<file path="config.mk">
export PLATFORM = sky130hd
export DESIGN_NAME = i2c_tx_fifo
export DESIGN_NICKNAME = d
export VERILOG_FILES = /design/src/rtl/i2c_tx_fifo_pkg.sv /design/src/rtl/i2c_fifo_ram.sv /design/src/rtl/i2c_tx_fifo.sv
export SDC_FILE = /design/constraint.sdc
export NUM_CORES = 1
export LEC_CHECK = 0
export BUFFER_PORTS_ARGS = -buffer_cell sky130_fd_sc_hd__buf_2
export CORE_AREA = 2 2 110 112
export CTS_CLUSTER_DIAMETER = 50
export DETAILED_ROUTE_END_ITERATION = 16
export DIE_AREA = 0 0 112 114
export GPL_ROUTABILITY_DRIVEN = 0
export GPL_TIMING_DRIVEN = 0
export PLACE_DENSITY = 0.77
export SKIP_LAST_GASP = 1
export SYNTH_ARGS = -nofsm -noshare
export SYNTH_HDL_FRONTEND = slang
export SYNTH_SLANG_ARGS = --single-unit
</file>
<file path="constraint.sdc">
create_clock -name clk -period 3.1 [get_ports clk]
set_input_delay 0.155 -clock clk [delete_from_list [all_inputs] [get_ports clk]]
set_output_delay 0.155 -clock clk [all_outputs]
set_load 0.01 [all_outputs]
</file>
<file path="src/rtl/i2c_tx_fifo_pkg.sv">
// Shared constants for the I2C FIFO and the I2C master controller.
// Holds the default word/address widths and the controller state encodings
// so both blocks agree on widths.
package i2c_tx_fifo_pkg;

    localparam int unsigned I2C_DATA_WIDTH      = 8;
    localparam int unsigned I2C_FIFO_ADDR_WIDTH = 4;

    // Controller state encodings (consumed by the I2C master controller).
    localparam int unsigned I2C_STATE_WIDTH = 2;
    localparam logic [1:0]  I2C_ST_IDLE     = 2'd0;
    localparam logic [1:0]  I2C_ST_START    = 2'd1;
    localparam logic [1:0]  I2C_ST_TX       = 2'd2;
    localparam logic [1:0]  I2C_ST_RX       = 2'd3;

endpackage : i2c_tx_fifo_pkg

</file>
<file path="src/rtl/i2c_fifo_ram.sv">
// Simple dual-port RAM, 2**ADDR_WIDTH x DATA_WIDTH, for the I2C FIFO.
// Ports:
//   clk           - clock, rising edge
//   we/waddr/wdata - synchronous write port
//   re/raddr       - synchronous read request
//   rdata          - registered read data, updated only when re=1, no reset
module i2c_fifo_ram
    import i2c_tx_fifo_pkg::*;
#(
    parameter int unsigned DATA_WIDTH = I2C_DATA_WIDTH,
    parameter int unsigned ADDR_WIDTH = I2C_FIFO_ADDR_WIDTH
) (
    input  logic                  clk,
    input  logic                  we,
    input  logic [ADDR_WIDTH-1:0] waddr,
    input  logic [DATA_WIDTH-1:0] wdata,
    input  logic                  re,
    input  logic [ADDR_WIDTH-1:0] raddr,
    output logic [DATA_WIDTH-1:0] rdata
);

    localparam int unsigned DEPTH = 1 << ADDR_WIDTH;

    logic [DATA_WIDTH-1:0] mem [DEPTH];

    // Write port.
    always_ff @(posedge clk) begin
        if (we) begin
            mem[waddr] <= wdata;
        end
    end

    // Registered read port; same-address read+write returns the old word.
    always_ff @(posedge clk) begin
        if (re) begin
            rdata <= mem[raddr];
        end
    end

endmodule : i2c_fifo_ram

</file>
<file path="src/rtl/i2c_tx_fifo.sv">
// Synchronous FIFO buffering bytes between the host interface and the I2C
// master controller (also reused as the RX FIFO).
// Ports:
//   clk       - clock, rising edge
//   reset     - synchronous active-high reset
//   write     - push request, data_in stored when accepted
//   data_in   - write data
//   read      - pop request
//   data_out  - read data, valid the cycle after an accepted read
//   empty     - count == 0
//   full      - count == 2**ADDR_WIDTH
//   count     - occupancy 0..2**ADDR_WIDTH
//   overflow  - one-cycle pulse, write rejected because full
//   underflow - one-cycle pulse, read rejected because empty
module i2c_tx_fifo
    import i2c_tx_fifo_pkg::*;
#(
    parameter int unsigned DATA_WIDTH = I2C_DATA_WIDTH,
    parameter int unsigned ADDR_WIDTH = I2C_FIFO_ADDR_WIDTH
) (
    input  logic                  clk,
    input  logic                  reset,
    input  logic                  write,
    input  logic [DATA_WIDTH-1:0] data_in,
    input  logic                  read,
    output logic [DATA_WIDTH-1:0] data_out,
    output logic                  empty,
    output logic                  full,
    output logic [ADDR_WIDTH:0]   count,
    output logic                  overflow,
    output logic                  underflow
);

    localparam int unsigned DEPTH = 1 << ADDR_WIDTH;
    localparam int unsigned CNT_W = ADDR_WIDTH + 1;

    logic [ADDR_WIDTH-1:0] wr_ptr;
    logic [ADDR_WIDTH-1:0] rd_ptr;
    logic [CNT_W-1:0]      count_next;
    logic                  wr_en;
    logic                  rd_en;
    logic                  out_valid;
    logic [DATA_WIDTH-1:0] ram_rdata;

    // Accept decisions on pre-edge state; a full FIFO still takes a write
    // when a read frees a slot on the same edge.
    always_comb begin
        wr_en = write & (~full | read);
        rd_en = read & ~empty;
    end

    // Next occupancy.
    always_comb begin
        count_next = count;
        unique case ({wr_en, rd_en})
            2'b10:   count_next = count + CNT_W'(1);
            2'b01:   count_next = count - CNT_W'(1);
            default: count_next = count;
        endcase
    end

    // Pointers, count, flags and error strobes.
    always_ff @(posedge clk) begin
        if (reset) begin
            wr_ptr    <= '0;
            rd_ptr    <= '0;
            count     <= '0;
            empty     <= 1'b1;
            full      <= 1'b0;
            overflow  <= 1'b0;
            underflow <= 1'b0;
            out_valid <= 1'b0;
        end else begin
            if (wr_en) begin
                wr_ptr <= wr_ptr + ADDR_WIDTH'(1);
            end
            if (rd_en) begin
                rd_ptr    <= rd_ptr + ADDR_WIDTH'(1);
                out_valid <= 1'b1;
            end
            count     <= count_next;
            empty     <= (count_next == '0);
            full      <= (count_next == CNT_W'(DEPTH));
            overflow  <= write & full & ~read;
            underflow <= read & empty;
        end
    end

    i2c_fifo_ram #(
        .DATA_WIDTH (DATA_WIDTH),
        .ADDR_WIDTH (ADDR_WIDTH)
    ) u_ram (
        .clk   (clk),
        .we    (wr_en & ~reset),
        .waddr (wr_ptr),
        .wdata (data_in),
        .re    (rd_en & ~reset),
        .raddr (rd_ptr),
        .rdata (ram_rdata)
    );

    // RAM output is not reset; present zero until the first pop after reset.
    assign data_out = out_valid ? ram_rdata : '0;

endmodule : i2c_tx_fifo

</file>
After elaboration in Yosys (flattened, before gate mapping):

Memory sizes are Yosys's and may differ from the RTL's. A register that Yosys moved wholly into a read port is not among the register bits.
Index checks and enable logic that the tools add are counted.

* bitwise operators: 12
* mux-type cells: 4
* equality and inequality tests: 3
* add/subtract/negate cells: 4
* reductions and logical operators: 1

Operator list (number)
* $pmux W5 S2: 1
* $add A4 B1 Y4 const B: 2
* $mux W8: 1
* $and A1 B1 Y1: 7
* $add A5 B1 Y5 const B: 1
* $eq A5 B5 Y1 const B: 1
* $logic_not A5 Y1: 1
* $sub A5 B1 Y5 const B: 1
* $not A1 Y1: 4
* $eq A2 B1 Y1 const B: 1
* $eq A2 B2 Y1 const B: 1
* $mux W1: 2
* $or A1 B1 Y1: 1

* memories: 1
* bits in writable memories: 128
* register bits: 18
* logic and storage cells: 33

Memories
* u_ram.mem: words 16, bits a word 8, read ports 1, clocked after Yosys merged registers in 1, wr ports 1, line i2c_fifo_ram.sv:24 `logic [DATA_WIDTH-1:0] mem [DEPTH];`

Logic depth before layout (Yosys ltp):

* word-level depth: 6
* depth in mapped cells: 11

Modules after synthesis:

Synthesis repeated with hierarchy kept, for this count alone.

* cells, all modules: 332
* area total of the unflattened synthesis: 6160.9 um^2

Modules (own cells, without submodules)
* i2c_fifo_ram: area an instance 5227.5 um^2, sequential area each 4083.9 um^2, times used 1, cells an instance 229
* i2c_tx_fifo: area an instance 933.4 um^2, sequential area each 360.3 um^2, times used 1, cells an instance 103

Least setup slack after synthesis:

Ideal clock, no wire load.

* kind: register to register
* start point: register empty
* end point: register empty
* setup slack: 0.807 ns
* buffers on the path: 2
* arrival time: 2.177 ns
* stages on the path, launching flop included: 12
* cells stage by stage: dfxtp_1 nor2b_1 clkbuf_1 ha_1 buf_2 xor2_1 ha_1 nor2_1 o31a_1 o211ai_1 xor2_1 a31o_2

* cells in the longest elaborated chain, start to end: 5
* elaborated cells between the ends (all ways): 6

RTL lines
* start, declared: line i2c_tx_fifo.sv:27 `output logic empty,`
* start signal, assigned: line i2c_tx_fifo.sv:82 `empty <= (count_next == '0);`
* $not A1 Y1 *: line i2c_tx_fifo.sv:49 `rd_en = read & ~empty;`
* $and A1 B1 Y1 *: line i2c_tx_fifo.sv:49
* $eq A2 B1 Y1 or $eq A2 B2 Y1 (tied branches): line i2c_tx_fifo.sv:55 `unique case ({wr_en, rd_en})`
* $pmux W5 S2 *: line i2c_tx_fifo.sv:55
* $logic_not A5 Y1 *: line i2c_tx_fifo.sv:82

Every way passes the cells marked *; elsewhere a longest branch is shown, timed or not.
A chain may end at the register's enable or synchronous reset.

Worst setup path in the final report:

* start point: input read
* end point: register empty

* cells in the longest elaborated chain, start to end: 5
* elaborated cells between the ends (all ways): 7

RTL lines
* start, declared: line i2c_tx_fifo.sv:25 `input logic read,`
* $or A1 B1 Y1: line i2c_tx_fifo.sv:48 `wr_en = write & (~full | read);`
* $and A1 B1 Y1: line i2c_tx_fifo.sv:48
* $eq A2 B1 Y1 or $eq A2 B2 Y1 (tied branches): line i2c_tx_fifo.sv:55
* $pmux W5 S2 *: line i2c_tx_fifo.sv:55
* $logic_not A5 Y1 *: line i2c_tx_fifo.sv:82

Marked as above.

==> results.toml <==
[final_layout]
antenna_cells = 0
regArea_sq_mm = 0.00444
instances_no_fill = 534
drive_gt1_frac = 0.199
num-fill-cells = 806
finalInstanceArea_sq_mm = 0.00724
syn_to_final_growth_pct = 15.5
final_nets = 394
multi_input_area_sq_mm = 0.00172

[sta]
fin_crit_ns = 2.77
holdWs_ns = 0.0508
setup_viol = 0
finalWorstSetupSlack_ns = 0.332
period_share = 0.893
max_slew.worst_pin.slew_ns = 0.943
drv_slew = 0
setup_tns_ns = 0
skew_ns = 0.0150
finalHoldViolations = 0
grt_setup_unrepaired = "false"
fmaxAchievable_mhz = 361
slew_headroom = 0.368

[detailed_routing]
routed_wl_mm = 12.3
dr.pass1.iters = 5
detail-route-antenna-nets = 0
dr.first_iter.drc_count = 342
drc_errors = 0
route.vias.total = 3108
route.detailed.wl_per_inst_microns = 23.1
vias_per_cell = 5.82

[power_and_ir_drop]
seqPwrFrac = 0.454
p_sw_mw = 1.21
clock_power_share = 0.418
vdd_ir_drop_max_mv = 0.571
intPower_mw = 4.00
power-per-cell-area_mw_per_mm2 = 720
swShare = 0.233
power_frac_comb = 0.128
p_leak_nw = 2.47

[clock_network]
cts_tree = "yes"
cts_sinks = 154
cts_resized = 0
hold_buffers = 1
clock_path_buffers = 2
cts_setup_buffers = 0
insertion_delay_ns = 0.42
ctsHtreeMaxLevel = 4
root_buffer = "clkbuf_16"
clk_pin_slew_worst_paths_ns = 0.06
cts_made_buffers = 17

[yosys]
ys_seq_area_frac = 0.709
yosysMostFrequentCell = "edfxtp_1"
synth.ff_latch_count = 154
yosysUniqueCellTypes = 37
syn_inst = 326
yosys.area.top_type = "edfxtp_1"
synth_edf_count = 136
ys_warn_count = 0
syn_nets = 346
avgSynthCellArea_sq_um = 19.2
synth_area_leaders = "edfxtp_1 (65%), mux4_1 (13%), dfxtp_1 (5.8%)"
ys_top_cells_by_count = "edfxtp_1 (136), mux4_1 (30), nor2_1 (29)"
synthArstFlopShare = 0
netlist.area_leader.share = 0.652
ys.flop_type = "edfxtp_1"
syn_area_sq_mm = 0.00626

[worst_setup_path]
critPathKind = "in -> reg"
worst_ep_required_time_ns = 3.45
cp-start-kind = "primary input"
cp.arrival_ns = 3.12
end_kind = "flip-flop"
crit_fanout = 9

[run]
cap_viol_max_count = 0

[floorplan]
die_w_microns = 112
initial_utilization = 0.535
coreArea_sq_mm = 0.0117
io_pins = 29
die-area_sq_mm = 0.0128
die_y_microns = 114
rows = 40

[global_routing]
antenna_found_initial = 0
grt_usage = 0.207
grt_pass1_vias = 3173
grt_first_pass_wirelength_mm = 18.6
grt_max_degree = 17
overflow = 0

[place]
port_buffers = 28
dp.cells = 501
post-place-ws_ns = 0.480
hpwl_mm = 7.37
place_area_sq_mm = 0.00660

[hold_path]
hold_class = "in -> reg"

[status]
status = "complete, no violations"
==> worst paths after layout <==
kind | start | endpoint | slack, ns | cells past startpoint
worst max-delay path | read | empty | 0.33 | 13
worst min-delay path | write | wr_ptr[1] | 0.05 | 3
worst max register to register | empty | empty | 0.42 | 11
worst min register to register | empty | underflow | 0.44 | 2
==> power groups by stage <==
| stage | Sequential [mW] | Clock [mW] | Combinational [mW] |
|---|---|---|---|
| 6_report | 2.36 | 2.18 | 0.665 |
| 2_1_floorplan | 2.41 | 0 | 0.456 |
| 3_3_place_gp | 2.40 | 0 | 0.634 |
| 4_1_cts | 2.37 | 2.21 | 0.666 |
| 3_5_place_dp | 2.41 | 0 | 0.658 |
| 5_1_grt | 2.37 | 2.28 | 0.722 |
==> flip-flops by register name, summed over array words and instances, names as in the netlist <==
register,flops
count,5
rd_ptr,4
wr_ptr,4
out_valid,1
underflow,1
empty,1
full,1
overflow,1
u_ram.mem,128
u_ram.rdata,8
==> cells by family after synthesis <==
family                   count (synthesis)  synth area share
AO/OA/AOI/OAI                           15            0.0154
XOR/XNOR                                10            0.0140
flip-flops                             154             0.709
adder cells (fa/ha/maj)                  8            0.0160
multiplexers                            43             0.167
buffers and inverters                   22            0.0188
AND/OR/NAND/NOR                         74            0.0599
==> cells in the final DEF (no fill, tap or decap), types with 2 or more instances in the layout <==
master,instances
clkinv_1,2
dfxtp_1,18
or3_1,2
nor2b_1,5
mux2i_1,3
buf_2,29
xnor2_1,2
clkbuf_16,17
nand3_1,3
nand2_1,9
bufinv_16,4
mux4_2,10
o21ai_0,5
clkbuf_1,13
buf_6,3
buf_1,2
nor3b_1,2
mux4_1,30
and2_1,9
edfxtp_1,136
nand2b_1,3
o211ai_1,2
clkinv_2,2
nor3_2,4
nor4b_1,2
inv_6,5
a21oi_1,3
inv_1,3
xor2_1,8
nor2_1,29
ha_1,8
==> worst max-delay path: stages <==
cell,delay (ns)
dlygate4sd3_1,0.52
buf_2,0.11
nor2b_1,0.13
clkbuf_1,0.34
ha_1,0.21
buf_2,0.19
xor2_1,0.19
ha_1,0.21
nor2_1,0.07
o31a_1,0.25
o211ai_1,0.27
xor2_1,0.27
a31o_2,0.19
==> layout make-up <==
cell class | count | share of cell area
buffer | 19 | 0.0147
clock buffer | 18 | 0.0593
clock inverter | 14 | 0.0261
inverter | 3 | 0.00156
multi-input combinational | 150 | 0.238
sequential | 154 | 0.614
tap | 147 | 0.0254
timing repair buffer | 29 | 0.0207
==> routing by layer <==
layer  track usage  share of wire
met4         0.111          0.016
met1         0.282           0.43
met3        0.0478          0.075
met2         0.317           0.48
met5             0              0
==> stage by stage <==
stage / util / total power, mW
2_1_floorplan: - / 2.87
3_3_place_gp: 0.563 / 3.04
3_5_place_dp: 0.563 / 3.06
4_1_cts: 0.617 / 5.24
5_1_grt: 0.618 / 5.38
6_report: 0.618 / 5.21
Power figures use the tool's default switching activity.
